### config.mk
export PLATFORM = sky130hd
export DESIGN_NAME = run_controller
export DESIGN_NICKNAME = d
export VERILOG_FILES = /design/src/rtl/run_controller.sv
export SDC_FILE = /design/constraint.sdc
export NUM_CORES = 1
export LEC_CHECK = 0
export CORE_ASPECT_RATIO = 1.75
export CORE_UTILIZATION = 47
export CTS_CLUSTER_SIZE = 24
export DETAILED_ROUTE_END_ITERATION = 16
export PLACE_DENSITY = 0.86
export REMOVE_ABC_BUFFERS = 1
export SKIP_CTS_REPAIR_TIMING = 1
export SLEW_MARGIN = 30
export SYNTH_ARGS = -nofsm -noshare
export SYNTH_HDL_FRONTEND = slang
export SYNTH_SLANG_ARGS = --single-unit
### constraint.sdc
create_clock -name clock -period 2.6 [get_ports clock]
set_input_delay 0.52 -clock clock [delete_from_list [all_inputs] [get_ports clock]]
set_output_delay 0.52 -clock clock [all_outputs]
set_load 0.05 [all_outputs]
### src/rtl/run_controller.sv
// ============================================================================
// run_controller
// ----------------------------------------------------------------------------
// Sequences one run of a small program interpreter. A run starts on a rising
// edge of `run`. The controller then streams input-channel words from the host
// into the interpreter's input memory. It pulses `step` once per instruction
// until the interpreter reports `halted`. Finally it latches the self-check
// result and reports the run status.
//
// States: IDLE -> LOAD -> EXEC -> CHECK -> DONE. A new run edge in DONE
// restarts the sequence.
//
// Parameters
//   MemoryElementWidth  width of one input-channel word
//   NIn                 input-channel capacity in words (>= 1)
//   MaxSteps            step budget, used only when the step limit is built in
//
// Ports
//   clock        single clock; all state changes on its rising edge
//   reset        asynchronous, active-low reset
//   run          start request, acts on its sampled 0->1 transition
//   load_valid   host offers an input-channel word
//   load_data    offered word
//   load_last    offered word is the final one
//   load_ready   controller accepts the offered word (LOAD only)
//   in_we        input-channel write strobe (same cycle as the transfer)
//   in_addr      input-channel write address (= words loaded so far)
//   in_data      input-channel write data (0 when not writing)
//   in_count     words loaded this run
//   step         one-cycle pulse: interpreter executes one instruction
//   halted       interpreter ip has left the program
//   pass         interpreter self-check result, valid while halted=1
//   steps        step pulses issued this run (saturating)
//   finished     run complete
//   success      run complete and self-check passed
//   timeout      run stopped by the step limit
//
// Build option
//   RUN_CONTROLLER_STEP_LIMIT_EN  When defined, EXEC stops after MaxSteps
//   pulses and the run ends with timeout=1. When undefined, EXEC runs until
//   halted, and timeout is always 0.
// ============================================================================
module run_controller #(
    parameter int MemoryElementWidth = 12,
    parameter int NIn                = 3,
    parameter int MaxSteps           = 32
) (
    input  logic                          clock,
    input  logic                          reset,
    input  logic                          run,
    input  logic                          load_valid,
    input  logic [MemoryElementWidth-1:0] load_data,
    input  logic                          load_last,
    output logic                          load_ready,
    output logic                          in_we,
    output logic [$clog2(NIn+1)-1:0]      in_addr,
    output logic [MemoryElementWidth-1:0] in_data,
    output logic [$clog2(NIn+1)-1:0]      in_count,
    output logic                          step,
    input  logic                          halted,
    input  logic                          pass,
    output logic [31:0]                   steps,
    output logic                          finished,
    output logic                          success,
    output logic                          timeout
);

    localparam int CountWidth = $clog2(NIn + 1);
    localparam logic [CountWidth-1:0] NInCount = CountWidth'(NIn);

    typedef enum logic [2:0] {
        IDLE,
        LOAD,
        EXEC,
        CHECK,
        DONE
    } StateT;

    StateT                 r_state;
    StateT                 w_nextState;
    logic                  r_runPrev;
    logic [CountWidth-1:0] r_inCount;
    logic [31:0]           r_steps;
    logic                  r_finished;
    logic                  r_success;
    logic                  r_timeout;

    logic                  w_runEdge;
    logic                  w_loadSpace;
    logic                  w_transfer;
    logic                  w_lastSlot;
    logic                  w_stepLimitHit;

    // A start request is a sampled low-to-high change of run. r_runPrev
    // resets to 1, so a run held high through reset release does not count
    // as an edge. The host must drop run and raise it again.
    assign w_runEdge   = run && !r_runPrev;

    // The channel has room while fewer than NIn words have been written. A
    // transfer needs a valid word, room, and the LOAD state.
    assign w_loadSpace = (r_inCount < NInCount);
    assign w_transfer  = (r_state == LOAD) && load_valid && w_loadSpace;
    assign w_lastSlot  = ((r_inCount + CountWidth'(1)) == NInCount);

    assign in_addr     = r_inCount;
    assign in_data     = in_we ? load_data : '0;
    assign in_count    = r_inCount;
    assign steps       = r_steps;
    assign finished    = r_finished;
    assign success     = r_success;
    assign timeout     = r_timeout;

    // Next-state and strobe decode. Every strobe defaults to 0, so load_ready,
    // in_we and step can only be high in the state that owns them. In EXEC,
    // halted takes priority over the step limit: a program that halts on the
    // same cycle the budget runs out is still judged on its own pass result.
    always_comb begin
        w_nextState    = r_state;
        load_ready     = 1'b0;
        in_we          = 1'b0;
        step           = 1'b0;
        w_stepLimitHit = 1'b0;
        case (r_state)
            IDLE, DONE: begin
                if (w_runEdge) begin
                    w_nextState = LOAD;
                end
            end
            LOAD: begin
                load_ready = w_loadSpace;
                in_we      = w_transfer;
                if (w_transfer && (load_last || w_lastSlot)) begin
                    w_nextState = EXEC;
                end
            end
            EXEC: begin
                if (halted) begin
                    w_nextState = CHECK;
                end else begin
`ifdef RUN_CONTROLLER_STEP_LIMIT_EN
                    if (r_steps == 32'(MaxSteps)) begin
                        w_stepLimitHit = 1'b1;
                        w_nextState    = DONE;
                    end else begin
                        step = 1'b1;
                    end
`else
                    step = 1'b1;
`endif
                end
            end
            CHECK: begin
                w_nextState = DONE;
            end
            default: begin
                w_nextState = IDLE;
            end
        endcase
    end

    // State register and run bookkeeping. Reset takes effect at once, from
    // any state. A run edge in IDLE/DONE clears everything for the new run.
    // CHECK lasts exactly one cycle. The pass result is latched on the edge
    // that leaves CHECK. So finished/success appear two edges after halted is
    // first seen in EXEC: one edge into CHECK, one edge out of it.
    always_ff @(posedge clock or negedge reset) begin
        if (!reset) begin
            r_state    <= IDLE;
            r_runPrev  <= 1'b1;
            r_inCount  <= '0;
            r_steps    <= '0;
            r_finished <= 1'b0;
            r_success  <= 1'b0;
            r_timeout  <= 1'b0;
        end else begin
            r_state   <= w_nextState;
            r_runPrev <= run;
            case (r_state)
                IDLE, DONE: begin
                    if (w_runEdge) begin
                        r_inCount  <= '0;
                        r_steps    <= '0;
                        r_finished <= 1'b0;
                        r_success  <= 1'b0;
                        r_timeout  <= 1'b0;
                    end
                end
                LOAD: begin
                    if (w_transfer) begin
                        r_inCount <= r_inCount + CountWidth'(1);
                    end
                end
                EXEC: begin
                    if (step && (r_steps != '1)) begin
                        r_steps <= r_steps + 32'd1;
                    end
                    if (w_stepLimitHit) begin
                        r_finished <= 1'b1;
                        r_success  <= 1'b0;
                        r_timeout  <= 1'b1;
                    end
                end
                CHECK: begin
                    r_finished <= 1'b1;
                    r_success  <= pass;
                    r_timeout  <= 1'b0;
                end
                default: begin
                end
            endcase
        end
    end

endmodule
## After elaboration in Yosys (flattened, before gate mapping)

Index checks and enable logic that the tools add are counted.

| word-level totals | value |
|---|---|
| bits in registers | 41 |
| input bits | 19 |
| word-level logic and storage cells | 56 |

| cells by class | value |
|---|---|
| add/sub/neg operators | 2 |
| $lt $le $gt $ge | 1 |
| equal/unequal tests | 11 |
| muxes and demuxes | 19 |
| reductions and logical operators | 16 |

Operators with widths:

| kind | number |
|---|---|
| $mux W32 | 2 |
| $pmux W32 S2 | 1 |
| $add A32 B1 Y32 const B | 1 |
| $ne A32 B32 Y1 const B | 1 |
| $mux W12 | 1 |
| $pmux W3 S4 | 1 |
| $mux W3 | 3 |
| $reduce_and A3 Y1 | 3 |
| $ne A2 B2 Y1 const B | 4 |
| $eq A3 B2 Y1 const B | 2 |
| $pmux W1 S2 | 3 |
| $reduce_bool A2 Y1 | 3 |
| $logic_and A1 B1 Y1 | 5 |
| $mux W1 | 5 |
| $mux W2 | 2 |
| $pmux W2 S2 | 1 |
| $eq A3 B1 Y1 const B | 1 |
| $eq A3 B3 Y1 const B | 1 |
| $logic_not A3 Y1 | 1 |
| $add A2 B1 Y2 const B | 1 |
| $eq A2 B2 Y1 const B | 1 |
| $lt A2 B2 Y1 const B | 1 |
| $ne A2 B1 Y1 const B | 1 |
| $reduce_and A2 Y1 | 1 |
| 3 further kinds | 3 |

## Logic depth before layout (Yosys ltp)

| logic depth | value |
|---|---|
| depth after elaboration | 6 |
| gate-level depth with buffers | 7 |
| mapped depth without buffers | 7 |

## Worst setup path after synthesis

Ideal clock, no wire load.

| path | value |
|---|---|
| kind | register to output |
| start point | register r_inCount[0], in the netlist in_addr[0] |
| end point | output port in_data[10] |
| arrival | 2.495 ns |
| required time | 2.080 ns |
| slack | -0.415 ns |
| cell stages (with the launch flop) | 5 |
| path buffers | 1 |
| path through | dfrtp_1 -> ha_1 -> nor4b_1 -> clkbuf_1 -> and3_1 |

| between the ends | value |
|---|---|
| longest elaborated chain between the ends | 4 |

RTL lines:

| what | line | RTL |
|---|---|---|
| start, declared | 82 | `logic [CountWidth-1:0] r_inCount;` |
| start signal, assigned | 190 | `r_inCount <= r_inCount + CountWidth'(1);` |
| $lt A2 B2 Y1 | 101 | `assign w_loadSpace = (r_inCount < NInCount);` |
| $logic_and A1 B1 Y1 | 102 | `assign w_transfer = (r_state == LOAD) && load_valid && w_loadSpace;` |
| $mux W1 | 123 | `case (r_state)` |
| $mux W12 | 106 | `assign in_data = in_we ? load_data : '0;` |
| end, declared | 57 | `output logic [MemoryElementWidth-1:0] in_data,` |

No other way between the ends.

## Worst setup path after layout

| path | value |
|---|---|
| start point | input port halted |
| end point | output port step |

| between the ends | value |
|---|---|
| longest elaborated chain between the ends | 2 |

RTL lines:

| what | line | RTL |
|---|---|---|
| start, declared | 60 | `input logic halted,` |
| $mux W1 | 137 | `if (halted) begin` |
| $mux W1 | 123 |  |
| end, declared | 59 | `output logic step,` |

No other way between the ends.

==> run metrics <==
status finished clean; H-tree Lvls 2; TritonCTS clock tree done; Worst Tran Pin Value 0.667 ns; clk_lat worst skew 0.30 ns; Reg area 1000 µm²; Layout area overhead 45.0%; Leakage 1.47 nW; pwr dens 700 nW/µm²; FF-to-FF path depth 8; Routed wire per std cell 17.7 µm; max-cap violations 0; DR pass1 iterations 5; Multi-input gate area 1290 µm²; CP startpoint kind primary input; most common library cell in the layout ignoring fill and taps clkdlybuf4s50_1; worst min-delay path category primary input to async pin; grt peak-use layer met2; Placed Area 3390 µm²; Core ar. 4980 µm²; Sink Count 40; routed vias 2624; Detailed Route Iter0 Violations 187; top_reg_cell synth dfrtp_1; final wirelength 7.14 mm; asr flop ratio synth 100%; CP endpoint kind output port; global-route wire length before repair 12.1 mm; Site Rows 34; port bufs 71; Synth area leader dfrtp_1; WP data required 2.08 ns; Vias/cell 6.50; final core utilization around 70%; met3 usage 4.55%; ant diodes 0; Die Area between 5000 and 6000 µm²; dpl ws -0.0877 ns; Worst Setup Path Type primary input to output port; Detail Route Antenna Nets 0; clock skew approximately 0.01 ns; most frequent cells in the layout clkdlybuf4s50_1 (55), dfrtp_1 (39), nand2_1 (27), buf_4 (19); RR Endpoint steps[17]; initial antenna violation count 0; num ports between 70 and 80; largest net degree at the start of global routing between 40 and 50; R2R Path Start steps[28]; YS warnings 0; gr usage total 27.8%; Tmin final 2.56 ns; Starting Density just under 50%; Synth top area share between 40% and 50%; met2 Resource Use GR 50.1%; setup_tns 0 ns; FF+latch count, synth 40; Residual DRC 0; post-synth cell types 45; final number of setup-violating endpoints 0; mapped cell area 2420 µm²; fin crit share between 90% and 100%; vias in the first global route 2677; number of nets in the layout 371; worst vdd ir 0.000827 V; number of synthesized flops with an enable pin 0; main area contributors after synthesis dfrtp_1 (40%), a31oi_1 (4.7%), and3_1 (4.7%); GRT met1 Usage 29.1%; Inserted Clock Buffers 5; Critical Path AT 2.04 ns; hold violation count in the final report 0; post-detail-place hpwl 5.25 mm; syn avg cell area 8.89 µm²; clock root cell clkbuf_8; Slew headroom 55.4%; Final Max Slew Viols 0; fin area between 3000 and 4000 µm²; worst setup margin about 0.042 ns; die width ~56 µm; RSZ-0062 raised after global routing false; crit path max fanout 6; Die H 96.9 µm; clock slew at reported path FFs 0.08 ns; layout cells sized above 1 14.0%; CTS max path bufs 2; Tot Pwr 2.45 mW; Overflow after GRT 0; flop-to-flop setup slack 0.32 ns; fill count 391; routability congestion estimate 0.912; Synth Instances 272; fmax 0.391 GHz; register area share after synthesis between 40% and 50%
==> layout make-up <==
class                   count  area share (%)
clock buffers               6            2.07
clock inverters             2           0.999
inverters                  10            1.18
multi-input cells         203            36.9
flip-flops and latches     40            28.6
well taps                  54            1.93
repair buffers             89            28.3
==> per-layer routing <==
metal | routed length [µm] | vias to the layer above | share of wire, %
li1 | - | 1202 | -
met1 | 2590 | 1261 | 36
met2 | 3910 | 140 | 55
met3 | 390 | 21 | 5.5
met4 | 258 | 0 | 3.6
met5 | 0 | - | 0
==> state kept, by name, summed over array words and instances, names as in the netlist <==
register / cells
r_runPrev: 1
finished: 1
in_addr: 2
r_state: 3
success: 1
steps: 32
==> metrics by stage <==
| step | hold WS (ns) | cells |
|---|---|---|
| after floorplan | 0.224 | 253 |
| after global placement | 0.500 | 396 |
| after detailed placement | 0.508 | 396 |
| after CTS | 0.369 | 404 |
| after global routing | 0.221 | 404 |
| final | 0.178 | 404 |
==> power breakdown <==
part           internal [mW]  total, mW  switching, mW
clock network          0.285      0.509          0.224
logic                  0.471       1.19          0.721
registers              0.681      0.752         0.0703
==> worst max-delay path, stage by stage <==
cell,delay (ns)
clkdlybuf4s50_1,0.47
or4b_1,0.57
buf_4,0.20
clkinvlp_4,0.13
buf_12,0.15
==> kinds of logic (layout without fill, tap and decap cells) <==
kind of cell	after synthesis	count (layout)	share of synthesized area [%]
buffers and inverters	29	107	5.02
other	1	1	0.155
adders and majority gates	3	3	1.55
muxes	9	9	3.73
DFF	40	40	41.5
and+or+nand+nor	119	119	27.7
AOI/OAI and AO/OA	71	71	20.4
==> worst max-delay path by stage <==
stage,from,endpoint,slack (ns),depth (start not counted)
floorplan,in_addr[0],r_state[0],-2.26,7
global placement,halted,steps[27],-0.05,6
detailed placement,halted,steps[27],-0.09,6
CTS,halted,step,-0.03,5
global route,halted,step,0.01,5
finish,halted,step,0.04,5
==> cell usage after synthesis (5+ instances only) <==
cell type  number
a21oi_1         6
a31oi_1        18
a41oi_1         5
and3_1         18
and4_1          5
clkbuf_1       14
dfrtp_1        39
inv_1          10
mux2i_1         9
nand2_1        27
nand3_1        10
nand4_1        16
nor2_1         11
nor4_1          8
o21ai_0        15
or3_1           9
Power figures use the tool's default switching activity.
==> RTL change (same flow settings) <==
Re-encode `StateT` (5 states) as one-hot, 5 bits wide.
--- a/src/rtl/run_controller.sv
+++ b/src/rtl/run_controller.sv
@@ -68,12 +68,12 @@
     localparam int CountWidth = $clog2(NIn + 1);
     localparam logic [CountWidth-1:0] NInCount = CountWidth'(NIn);
 
-    typedef enum logic [2:0] {
-        IDLE,
-        LOAD,
-        EXEC,
-        CHECK,
-        DONE
+    typedef enum logic [4:0] {
+        IDLE  = 5'b00001,
+        LOAD  = 5'b00010,
+        EXEC  = 5'b00100,
+        CHECK = 5'b01000,
+        DONE  = 5'b10000
     } StateT;
 
     StateT                 r_state;
Behaviour: same outputs for any inputs over 10 cycles, from zero or initial values and one cycle with reset low; not proved beyond that.
==> RTL change against the unedited design <==
Worst setup slack improved by 0.20 ns. Sequential cell count rose by 2. Design area fell by 1.1%. First-iteration DRC count fell by 40%. Total power fell by 20%. Global-route usage fell by 1.8 points. Synthesized area rose by 1.1%. Wire length fell by 6.9%. Largest cell class unchanged. Highest routed layer unchanged.
==> RTL change: results (changes against the unedited design) <==
[placed_design]
placed_cells=401  ; +1.3%
placed_area_mm2=0.003357  ; -1.0%
routabilityCongestion=0.8862  ; -2.8%
numPortBuffers=71  ; unchanged
hpwl_um=4857  ; -7.5%

[global_route]
track_usage=0.2607  ; -0.01764
grt_pass1_wl_um=11410  ; -5.9%
antenna_found_initial=0  ; unchanged
grt_pass1_vias=2441  ; -8.8%
grt_max_degree=39  ; -4.9%

[synth]
synth_fa_ha_area_frac=0.01536  ; -0.0001670
synth_common_cells=dfrtp_1, nand2_1, o21ai_0
ys_top_cells_by_area=dfrtp_1, o21ai_0, a31oi_1
synth_warnings=0  ; unchanged
synth.mux.area_fraction=0.004096  ; -0.03317
async_reset_ff_frac=1.000  ; unchanged
ys_seq_area_frac=0.4311  ; +0.01654
synth_xor_area_frac=0.003584  ; +0.003584
synth_compound_area_frac=0.2222  ; +0.01829
synth_top_area_share=0.4096  ; +0.005900
synthCells=280  ; +2.9%
synthFlopType=dfrtp_1
synthDistinctLibCells=50  ; +11%

[power_and_ir_drop]
p_leak_uw=0.001416  ; -3.7%
vdd_ir_drop_max_uv=521.5  ; -37%

[setup_path]
arrival_ns=1.84  ; -0.20 ns
cpLargestDelayFamily=simple AND/OR/NAND/NOR gates
r2r-end=steps[24]
rr_startpoint=steps[0]
cp_max_fo=6  ; unchanged
cpPeakStageDelay_ns=0.43  ; -0.14 ns
cp-startpoint=r_state[1]
worst_path_max_delay_cell=dfrtp_1
reg2reg_depth=8  ; unchanged
rrSetupSlack_ns=0.24  ; -0.08 ns

[route]
avgRoutedWirePerCell_um=16.26  ; -8.0%
initialDrtViolationCount=113  ; -40%
wl_um=6650  ; -6.9%
vias=2490  ; -5.1%
firstDrtPassIters=4  ; -1

[status]
status=complete, no violations

[final_layout]
drive_gt1_frac=0.1296  ; -0.01042
largest_reg_flops=32  ; unchanged
final_nets=376  ; +1.3%
fillers=383  ; -2.0%
antenna_cells=0  ; unchanged

[worst_hold_path]
hp-class=in -> async

[clock_network]
clock-root-buffer=clkbuf_8
max-clock-path-buffers=2  ; unchanged
path_clk_slew_ns=0.08  ; about the same
cts-buffers-inserted=5  ; unchanged
insertion_delay_ns=0.29
cts-htree-levels=2  ; unchanged

[timing]
tightestPinTransition_ns=0.4953  ; -0.1712 ns
fin_skew_ns=0.007802  ; -0.002187 ns

[job]
max_cap_viol_count=0  ; unchanged

RTL change: report_power, final:
group	switching (uW)	total (uW)	internal [uW]	leakage (uW)
combinational	463	735	273	0.000786
sequential	38.2	728	690	0.000578
clock	217	504	287	0.0000524
total	718	1970	1250	0.00142
RTL change: logic make-up after synthesis:
family,Yosys count
fa+ha+maj,3
other cells,1
buf+inv,19
compound gates,88
simple gates,125
mux,1
flops,42
xor+xnor,1
RTL change: worst max-delay path by stage:
stage | endpoint | slack (ns) | depth (start not counted)
final | step | 0.24 | 4
after global routing | steps[24] | 0.06 | 8
after CTS | in_data[5] | 0.20 | 6
after detailed placement | steps[9] | 0.23 | 7
after global placement | steps[9] | 0.29 | 7
after floorplan | in_data[0] | -0.71 | 4
RTL change: cell type report:
| class | instances | area, um2 | area share |
|---|---|---|---|
| tap | 54 | 67.56 | 0.01948 |
| clock inverter | 1 | 30.03 | 0.008658 |
| timing repair buffer | 80 | 923.4 | 0.2662 |
| multi-input combinational | 219 | 1295 | 0.3734 |
| clock buffer | 7 | 76.32 | 0.02201 |
| sequential | 42 | 1054 | 0.3038 |
| inverter | 6 | 22.52 | 0.006493 |
RTL change: metrics by stage:
stage | hold slack (ns) | setup slack, ns
after floorplan | 0.2244 | -0.7114
after global placement | 0.4378 | 0.2905
after detailed placement | 0.4350 | 0.2349
after CTS | 0.1178 | 0.2010
after global routing | 0.1196 | 0.05793
final | 0.1172 | 0.2372
RTL change: layer usage:
layer | part of all wire | vias to the layer above | GRT usage
li1 | - | 1182 | -
met1 | 0.37 | 1194 | 0.2887
met2 | 0.55 | 100 | 0.4561
met3 | 0.058 | 14 | 0.04927
met4 | 0.026 | 0 | 0.1407
met5 | 0 | - | 0
